$ cat src/rtl/pipe_pkg.sv
// ---------------------------------------------------------------------------
// pipe_pkg
// Shared definitions for the 16-bit windowed-register pipeline control logic.
//   - opcode constants and the ALU class bit position
//   - hazard controller FSM state type
//   - phys_reg(): maps a (window, 2-bit field) pair onto the 8-entry physical
//     register file
//   - small decode helpers saying which source fields an instruction reads
// Instruction layout used here: [15:12] opcode, [11:10] Rx, [9:8] Ry.
// ---------------------------------------------------------------------------
package pipe_pkg;

    localparam logic [3:0] OP_LOAD   = 4'b0000;
    localparam logic [3:0] OP_STORE  = 4'b0001;
    localparam logic [3:0] OP_BRANCH = 4'b0100;

    // Any instruction with this bit set is an ALU op, whatever the other
    // opcode bits hold.
    localparam int ALU_BIT = 15;

    typedef enum logic [2:0] {
        ST_RESET = 3'd0,
        ST_RUN   = 3'd1,
        ST_STALL = 3'd2,
        ST_FLUSH = 3'd3,
        ST_HOLD  = 3'd4
    } state_e;

    // Physical register = window * 2 + field, wrapping modulo 8, so window 3
    // field 2 lands on physical register 0.
    function automatic logic [2:0] phys_reg(input logic [1:0] window,
                                            input logic [1:0] field);
        return {window, 1'b0} + {1'b0, field};
    endfunction

    // Rx is a source for ALU, STORE and BRANCH (LOAD writes it instead).
    function automatic logic reads_rx(input logic       is_alu,
                                      input logic [3:0] op);
        return is_alu || (op == OP_STORE) || (op == OP_BRANCH);
    endfunction

    // Ry is a source for ALU, LOAD (address), STORE and BRANCH.
    function automatic logic reads_ry(input logic       is_alu,
                                      input logic [3:0] op);
        return is_alu || (op == OP_LOAD) || (op == OP_STORE) || (op == OP_BRANCH);
    endfunction

endpackage

$ cat src/rtl/sat_counter.sv
// ---------------------------------------------------------------------------
// sat_counter
// Event counter that sticks at all-ones instead of wrapping.
//   clk   : clock, rising edge
//   rst_n : asynchronous active-low reset, clears q
//   clr   : synchronous clear, takes priority over inc
//   inc   : count one event this cycle
//   q     : current count
// ---------------------------------------------------------------------------
module sat_counter #(
    parameter int W = 16
) (
    input  logic         clk,
    input  logic         rst_n,
    input  logic         clr,
    input  logic         inc,
    output logic [W-1:0] q
);

    logic [W-1:0] cnt_q;
    logic [W-1:0] cnt_d;

    always_comb begin
        cnt_d = cnt_q;
        if (clr) begin
            cnt_d = '0;
        end else if (inc && (cnt_q != {W{1'b1}})) begin
            cnt_d = cnt_q + 1'b1;
        end
    end

    always_ff @(posedge clk or negedge rst_n) begin
        if (!rst_n) begin
            cnt_q <= '0;
        end else begin
            cnt_q <= cnt_d;
        end
    end

    assign q = cnt_q;

endmodule

$ cat src/rtl/hazard_ctrl.sv
// ---------------------------------------------------------------------------
// hazard_ctrl
// Hazard / stall controller sitting beside the ID stage. Detects load-use
// dependencies that forwarding cannot cover, freezes PC and IF/ID while
// injecting a bubble into ID/EX, flushes IF/ID after a taken branch, holds
// the whole pipeline while data memory is busy, and counts stall / flush
// events.
//
// Ports
//   clk, rst_n        clock (rising edge), asynchronous active-low reset
//   inst1, window1    instruction in ID and its register window
//   inst2, window2    instruction in EX and its register window
//   branch_taken      ID-stage branch resolved taken (only honoured in RUN)
//   mem_busy          data memory not ready, whole pipeline must hold
//   cnt_clr           synchronous clear of stall_cnt and flush_cnt
//   pc_we, ifid_we    PC / IF/ID write enables
//   ifid_flush        load NOP into IF/ID
//   idex_bubble       load NOP into ID/EX
//   exmem_we          EX/MEM and MEM/WB write enable
//   hold_timeout      sticky flag, mem_busy lasted HOLD_MAX HOLD cycles
//   stall_cnt         saturating count of inserted bubbles
//   flush_cnt         saturating count of IF/ID flushes
// ---------------------------------------------------------------------------
module hazard_ctrl
    import pipe_pkg::*;
#(
    parameter int CNT_W    = 16,
    parameter int HOLD_MAX = 15
) (
    input  logic             clk,
    input  logic             rst_n,
    input  logic [15:0]      inst1,
    input  logic [15:0]      inst2,
    input  logic [1:0]       window1,
    input  logic [1:0]       window2,
    input  logic             branch_taken,
    input  logic             mem_busy,
    input  logic             cnt_clr,
    output logic             pc_we,
    output logic             ifid_we,
    output logic             ifid_flush,
    output logic             idex_bubble,
    output logic             exmem_we,
    output logic             hold_timeout,
    output logic [CNT_W-1:0] stall_cnt,
    output logic [CNT_W-1:0] flush_cnt
);

    localparam int HOLD_W = (HOLD_MAX < 16) ? 4 : $clog2(HOLD_MAX + 1);
    localparam logic [HOLD_W-1:0] HOLD_LIMIT = HOLD_W'(HOLD_MAX);

    // -----------------------------------------------------------------------
    // Load-use detection
    // -----------------------------------------------------------------------
    logic [3:0] op1;
    logic [3:0] op2;
    logic       alu1;
    logic [2:0] rx1_phys;
    logic [2:0] ry1_phys;
    logic [2:0] rx2_phys;
    logic       rx_hit;
    logic       ry_hit;
    logic       load_use;
    logic       unused_inst_bits;

    assign op1      = inst1[15:12];
    assign op2      = inst2[15:12];
    assign alu1     = inst1[ALU_BIT];
    assign rx1_phys = phys_reg(window1, inst1[11:10]);
    assign ry1_phys = phys_reg(window1, inst1[9:8]);
    assign rx2_phys = phys_reg(window2, inst2[11:10]);

    // Only the opcode and register fields matter for hazard detection.
    assign unused_inst_bits = ^{inst1[7:0], inst2[9:0]};

    assign rx_hit = reads_rx(alu1, op1) && (rx1_phys == rx2_phys);
    assign ry_hit = reads_ry(alu1, op1) && (ry1_phys == rx2_phys);

    // A STORE's Rx is the store data, which is forwarded at MEM, so a match
    // on that field alone does not need a bubble. op2 == OP_LOAD already
    // implies inst2[ALU_BIT] is clear.
    always_comb begin
        load_use = 1'b0;
        if (op2 == OP_LOAD) begin
            if (op1 == OP_STORE) begin
                load_use = ry_hit;
            end else begin
                load_use = rx_hit || ry_hit;
            end
        end
    end

    // -----------------------------------------------------------------------
    // Control FSM
    // -----------------------------------------------------------------------
    state_e state_q;
    state_e state_d;

    always_ff @(posedge clk or negedge rst_n) begin
        if (!rst_n) begin
            state_q <= ST_RESET;
        end else begin
            state_q <= state_d;
        end
    end

    // mem_busy is tested first in every active state so that it overrides
    // a stall or flush requested in the same cycle.
    always_comb begin
        state_d     = state_q;
        pc_we       = 1'b1;
        ifid_we     = 1'b1;
        ifid_flush  = 1'b0;
        idex_bubble = 1'b0;
        exmem_we    = 1'b1;

        case (state_q)
            ST_RESET: begin
                pc_we       = 1'b0;
                ifid_we     = 1'b0;
                ifid_flush  = 1'b1;
                idex_bubble = 1'b1;
                exmem_we    = 1'b0;
                state_d     = ST_RUN;
            end

            ST_RUN: begin
                if (mem_busy) begin
                    pc_we    = 1'b0;
                    ifid_we  = 1'b0;
                    exmem_we = 1'b0;
                    state_d  = ST_HOLD;
                end else if (load_use) begin
                    // Stall beats a same-cycle branch: the branch operand is
                    // the loaded value and is not valid yet.
                    pc_we       = 1'b0;
                    ifid_we     = 1'b0;
                    idex_bubble = 1'b1;
                    state_d     = ST_STALL;
                end else if (branch_taken) begin
                    ifid_flush = 1'b1;
                    state_d    = ST_FLUSH;
                end
            end

            ST_STALL: begin
                // Branch is ignored here; it re-resolves once back in RUN.
                if (mem_busy) begin
                    pc_we    = 1'b0;
                    ifid_we  = 1'b0;
                    exmem_we = 1'b0;
                    state_d  = ST_HOLD;
                end else begin
                    if (load_use) begin
                        pc_we       = 1'b0;
                        ifid_we     = 1'b0;
                        idex_bubble = 1'b1;
                    end
                    state_d = ST_RUN;
                end
            end

            ST_FLUSH: begin
                // IF/ID holds the flushed NOP, so only mem_busy matters.
                if (mem_busy) begin
                    pc_we    = 1'b0;
                    ifid_we  = 1'b0;
                    exmem_we = 1'b0;
                end
                state_d = ST_RUN;
            end

            ST_HOLD: begin
                pc_we    = 1'b0;
                ifid_we  = 1'b0;
                exmem_we = 1'b0;
                state_d  = mem_busy ? ST_HOLD : ST_RUN;
            end

            default: begin
                pc_we       = 1'b0;
                ifid_we     = 1'b0;
                ifid_flush  = 1'b1;
                idex_bubble = 1'b1;
                exmem_we    = 1'b0;
                state_d     = ST_RESET;
            end
        endcase
    end

    // -----------------------------------------------------------------------
    // Hold timer and sticky timeout flag
    // -----------------------------------------------------------------------
    logic [HOLD_W-1:0] hold_cnt_q;
    logic [HOLD_W-1:0] hold_cnt_d;
    logic              hold_timeout_q;
    logic              hold_timeout_d;

    // Counts every cycle spent in HOLD (including the one where mem_busy
    // drops) and parks at the limit; the flag is raised on the edge where
    // the count arrives there.
    always_comb begin
        hold_cnt_d     = '0;
        hold_timeout_d = hold_timeout_q;
        if (state_q == ST_HOLD) begin
            hold_cnt_d = (hold_cnt_q == HOLD_LIMIT) ? hold_cnt_q : hold_cnt_q + 1'b1;
            if (hold_cnt_d == HOLD_LIMIT) begin
                hold_timeout_d = 1'b1;
            end
        end
    end

    always_ff @(posedge clk or negedge rst_n) begin
        if (!rst_n) begin
            hold_cnt_q     <= '0;
            hold_timeout_q <= 1'b0;
        end else begin
            hold_cnt_q     <= hold_cnt_d;
            hold_timeout_q <= hold_timeout_d;
        end
    end

    assign hold_timeout = hold_timeout_q;

    // -----------------------------------------------------------------------
    // Event counters
    // -----------------------------------------------------------------------
    logic stall_inc;
    logic flush_inc;

    // The RESET state drives bubble/flush to initialise the pipe; those are
    // not hazard events and are not counted.
    assign stall_inc = idex_bubble && (state_q != ST_RESET);
    assign flush_inc = ifid_flush  && (state_q != ST_RESET);

    sat_counter #(.W(CNT_W)) u_stall_cnt (
        .clk   (clk),
        .rst_n (rst_n),
        .clr   (cnt_clr),
        .inc   (stall_inc),
        .q     (stall_cnt)
    );

    sat_counter #(.W(CNT_W)) u_flush_cnt (
        .clk   (clk),
        .rst_n (rst_n),
        .clr   (cnt_clr),
        .inc   (flush_inc),
        .q     (flush_cnt)
    );

endmodule

$ cat config.mk
export PLATFORM = sky130hd
export DESIGN_NAME = hazard_ctrl
export DESIGN_NICKNAME = d
export VERILOG_FILES = /design/src/rtl/pipe_pkg.sv /design/src/rtl/sat_counter.sv /design/src/rtl/hazard_ctrl.sv
export SDC_FILE = /design/constraint.sdc
export NUM_CORES = 1
export LEC_CHECK = 0
export ABC_AREA = 1
export BUFFER_PORTS_ARGS = -buffer_cell sky130_fd_sc_hd__buf_4
export CAP_MARGIN = 20
export CORE_MARGIN = 2
export CORE_UTILIZATION = 53
export DETAILED_ROUTE_END_ITERATION = 6
export PLACE_DENSITY = 0.81
export SYNTH_ARGS = -nofsm -noshare
export SYNTH_HDL_FRONTEND = slang
export SYNTH_SLANG_ARGS = --single-unit
export TNS_END_PERCENT = 100
$ cat constraint.sdc
create_clock -name clk -period 2.28 [get_ports clk]
set_input_delay 0.228 -clock clk [delete_from_list [all_inputs] [get_ports clk]]
set_output_delay 0.228 -clock clk [all_outputs]
set_load 0.05 [all_outputs]
# After elaboration in Yosys (flattened, before gate mapping)

Cells that the tools add are included.

Bits in registers: 40
Word-level logic and storage cells: 74

$add $sub $neg: 6
Equal/unequal tests: 13
Muxes and demuxes: 25
Reduce and logical (&&, ||, !) cells: 25

Operator list:

| cell                    | count |
|---|---|
| $mux W16                | 4 |
| $add A16 B1 Y16 const B | 2 |
| $ne A16 B16 Y1 const B  | 2 |
| $mux W3                 | 4 |
| $mux W1                 | 11 |
| $add A3 B2 Y3           | 3 |
| $pmux W3 S3             | 1 |
| $eq A4 B4 Y1 const B    | 2 |
| $logic_not A4 Y1        | 2 |
| $mux W4                 | 2 |
| $reduce_or A2 Y1        | 4 |
| $eq A3 B2 Y1 const B    | 2 |
| $eq A3 B3 Y1            | 2 |
| $logic_and A1 B1 Y1     | 6 |
| $logic_or A1 B1 Y1      | 6 |
| $pmux W1 S2             | 3 |
| $reduce_or A3 Y1        | 2 |
| $add A4 B1 Y4 const B   | 1 |
| $eq A4 B1 Y1 const B    | 1 |
| $eq A4 B3 Y1 const B    | 1 |
| $ne A4 B4 Y1 const B    | 1 |
| $reduce_bool A2 Y1      | 2 |
| $eq A3 B1 Y1 const B    | 1 |
| $eq A3 B3 Y1 const B    | 1 |
| other kinds (3)         | 3 |

# Longest topological paths before layout

Depth in word-level cells: 15
Mapped depth: 16

# By module

From an unflattened synthesis, not the netlist that was laid out.

Cell total of the unflattened synthesis: 405
Area total of the unflattened synthesis: 2837.7 um^2

Modules (own cells, without submodules):

| module      | instances | cells an instance | area an instance (um^2) | sequential area each (um^2) |
|---|---|---|---|---|
| sat_counter | 2         | 144               | 1037.2                  | 400.4 |
| hazard_ctrl | 1         | 117               | 763.2                   | 200.2 |

# Worst setup path after synthesis

OpenSTA, ideal clock, no wires.

Kind: register to output
Start point: reg state_q[2]
End point: out pc_we
Data arrival time: 2.066 ns
Required time: 2.052 ns
Path slack: -0.014 ns
Stages on the path, launching flop included: 5
Cell sequence: dfrtp_1 -> inv_1 -> nand3_1 -> o21ai_0 -> buf_4

Word-level cells in the longest chain between the ends: 3

RTL lines:

| what                                                | line               | RTL |
|---|---|---|
| start, declared                                     | hazard_ctrl.sv:96  | `state_e state_q;` |
| start signal, assigned                              | hazard_ctrl.sv:103 | `state_q <= state_d;` |
| $eq A3 B2 Y1 / $eq A3 B1 Y1 (equally long branches) | n/a                |  |
| $reduce_or A2 Y1 (no source line)                   | n/a                |  |
| $pmux W1 S2 (*)                                     | n/a                |  |
| end, declared                                       | hazard_ctrl.sv:39  | `output logic pc_we,` |

Every way passes the cells marked *; elsewhere a longest branch is shown, timed or not.

# Worst setup path in the final report

Start point: reg u_flush_cnt.cnt_q[0] (netlist: u_flush_cnt.q[0])
End point: reg u_flush_cnt.cnt_q[9] (netlist: u_flush_cnt.q[9])

Word-level cells in the longest chain between the ends: 3

RTL lines:

| what                                                     | line                                 | RTL |
|---|---|---|
| start, declared                                          | sat_counter.sv:20                    | `logic [W-1:0] cnt_q;` |
| start signal, assigned                                   | sat_counter.sv:36                    | `cnt_q <= cnt_d;` |
| $add A16 B1 Y16 / $ne A16 B16 Y1 (equally long branches) | sat_counter.sv:28, sat_counter.sv:27 |  |
| $mux W16 / $logic_and A1 B1 Y1 (equally long branches)   | sat_counter.sv:27                    | `end else if (inc && (cnt_q != {W{1'b1}})) begin` |
| $mux W16 / $reduce_bool A2 Y1 (equally long branches)    | n/a                                  |  |

Several ways; a longest one is shown, not always the timed one. The select of a mux whose other input is x is not followed.
A chain may end at the register's enable or synchronous reset.

==> results.py <==
metrics = {
    "clocking": {
        "htree_levels": 2,
        "insertion_delay_ps": 290,
        "cts_tree": "built",
        "cts_buffer_depth": 2,
        "clk_pin_slew_ps": 80,
        "cts_root_buffer": "clkbuf_8",
        "cts_sinks": 40,
        "cts_buffers": 5,
    },
    "place": {
        "place_inst": 510,
        "routabilityCongestion": 0.892,
        "hpwl_um": 4630,
        "placed_area_um2": 3310,
        "port_buffers": 60,
    },
    "synthesis": {
        "netlist_area_um2": 2830,
        "syn_inst": 391,
        "synth_edf_count": 0,
        "ys_types": 32,
        "syn-num-nets": 438,
        "synth_ff_type": "dfrtp_1",
        "synthArstFlopShare_pct": 100,
        "synth_seq_area_share_pct": 35.3,
        "ys_warn_count": 0,
        "syn_area_per_cell_um2": 7.24,
        "ys_seq_elements": 40,
    },
    "setup_path": {
        "cp.required_ps": 2460,
        "worst_setup_path_end_kind": "flip-flop",
        "rr_worst_depth": 9,
        "start_kind": "flip-flop",
        "path_cells": "ha_1 > nand3_1 > nor2_2 > nand2_2 > nor2_2 > a41oi_4 > nand2_2 > nand3_1 > nand2_1",
        "critPathMaxFanout": 18,
        "cp.arrival_ps": 2280,
        "worst-setup-path-type": "reg -> reg",
        "slowest_delay_ps": 460,
        "slowest_stage": "a41oi_4",
    },
    "die": {
        "dieWidth_um": 77.1,
        "initial_core_util_pct": 55.1,
        "die_area_um2": 5950,
        "core_area_um2": 5140,
        "row_count": 26,
        "ios": 79,
        "fp.dieH_um": 77.1,
    },
    "final_layout": {
        "n_fill_cell": 462,
        "final_common_cell": "nand2_1",
        "antenna_cells": 0,
        "fin_util_pct": 66.6,
        "stdcell_area_um2": 3420,
        "area_delta_synth_final_pct": 20.8,
        "layout-drive-gt1-share_pct": 19.3,
        "nets": 496,
        "fin_cells": 520,
        "final_cell_mix": "nand2_1 (90), buf_4 (64), nand3_1 (51), inv_1 (49), dfrtp_1 (40)",
    },
    "route": {
        "routed-via-count": 2752,
        "first_pass_iters": 4,
        "drc": 0,
        "via_per_inst": 5.29,
        "post_drt_wl_per_cell_um": 12.3,
        "ant_nets": 0,
        "drt-initial-drc-count": 150,
        "wirelength_um": 6400,
    },
    "outcome": {
        "status": "finished clean",
    },
    "sta": {
        "hold_viol_final": 0,
        "drv_slew": 0,
        "fin_crit_ps": 2100,
        "finalSetupTns_ps": 0,
        "relSlewSlack_pct": 58.9,
        "rsz0062_at_grt": "false",
        "fin_crit_sh_pct": 92.2,
        "setup_viol": 0,
        "clock.fmax_mhz": 476,
        "clock_skew_ps": 8.83,
        "tightest_slew_ps": 614,
    },
    "global_route": {
        "grt_pass1_vias": 2537,
        "globalRouteTotalUtil_pct": 22.7,
        "antenna_found_initial": 0,
        "grt_max_degree": 65,
        "grt_pass1_wl_um": 11100,
        "overflow": 0,
    },
    "run": {
        "cap_violations": 0,
    },
    "worst_hold_path": {
        "holdPathStages": 2,
        "hold_class": "in -> reg",
    },
    "power_and_ir_drop": {
        "power_density_nw_per_um2": 834,
        "finalPower_mw": 2.86,
        "ir_drop_v": 0.000400,
        "p_leak_nw": 1.97,
    },
}
power breakdown:
part	switching, mW	internal [mW]	total [mW]	leakage (nW)
Clock	0.254	0.242	0.496	0.0510
Sequential	0.0722	0.769	0.841	0.553
Combinational	1.10	0.420	1.52	1.36
Total	1.42	1.43	2.86	1.97
flip-flops by register name (all words and copies together), names as in the netlist:
register       flops
hold_cnt_q         4
hold_timeout       1
state_q            3
u_flush_cnt.q     16
u_stall_cnt.q     16
layer usage:
layer | GRT usage (%) | wire, um | vias up
met2 | 41.3 | 3330 | 77
li1 | - | - | 1392
met4 | 7.32 | 74 | 0
met1 | 27.6 | 2670 | 1275
met5 | 0 | 0 | -
met3 | 3.06 | 332 | 8
synth_stat cells, drive strengths merged (2+ instances only):
| library cell | number | area (um^2) |
|---|---|---|
| dfrtp | 40 | 1000 |
| nand3 | 51 | 255 |
| a21oi | 5 | 25.0 |
| buf | 12 | 78.8 |
| ha | 6 | 75.1 |
| nand4 | 38 | 238 |
| o21ai | 4 | 31.3 |
| or2 | 2 | 12.5 |
| nor3 | 5 | 25.0 |
| nor4 | 2 | 12.5 |
| xor2 | 26 | 228 |
| xnor2 | 5 | 43.8 |
| clkbuf | 3 | 12.5 |
| nor2 | 39 | 151 |
| inv | 52 | 195 |
| nand2 | 95 | 379 |
per-stage QoR:
step | hold WS [ps] | setup WS, ps
floorplan | -67.6 | 175
global placement | 237 | 303
detailed placement | 240 | 217
CTS | 161 | 165
global route | 179 | 1.80
finish | 167 | 179
kinds of logic (layout without fill, tap and decap cells):
kind of cell | Yosys count | in the layout | synth area share (%)
adder cells (fa/ha/maj) | 6 | 6 | 2.65
AND/OR/NAND/NOR | 232 | 233 | 37.9
buffers and inverters | 67 | 125 | 10.1
XOR/XNOR | 31 | 31 | 9.58
flip-flops | 40 | 40 | 35.3
multiplexers | 1 | 1 | 0.353
AO/OA/AOI/OAI | 14 | 14 | 4.06
worst paths after layout:
kind | to | slack, ps | from
worst max-delay path | u_flush_cnt.q[9] | 180 | u_flush_cnt.q[0]
worst min-delay path | state_q[1] | 170 | branch_taken
worst max register to register | u_flush_cnt.q[9] | 180 | u_flush_cnt.q[0]
worst min register to register | hold_timeout | 470 | hold_timeout
max in group asynchronous | u_flush_cnt.q[6] | 1480 | rst_n
min in group asynchronous | u_flush_cnt.q[14] | 450 | rst_n
critical path: cells and delay by family, from the launching register on:
| family | cells | cell delay (ps) |
|---|---|---|
| compound gates | 1 | 460 |
| fa+ha+maj | 1 | 240 |
| flops | 1 | 430 |
| simple gates | 7 | 870 |
timing repair:
| action | in CTS | in global routing |
|---|---|---|
| endpoints found under the setup margin | 0 | 3 |
| gates resized for setup | 0 | 1 |
| hold buffers | 1 | 0 |
| endpoints found under the hold margin | 40 | 0 |
| buffers inserted | 0 | 0 |
cell type report:
class | count | area, um^2 | area share [%]
timing repair buffer | 65 | 490 | 14.3
inverter | 52 | 195 | 5.70
sequential | 40 | 1000 | 29.2
clock inverter | 2 | 10.0 | 0.292
multi-input combinational | 285 | 1560 | 45.5
clock buffer | 6 | 82.6 | 2.41
tap | 70 | 87.6 | 2.56
Note: power is estimated with default switching activity, not from simulation.
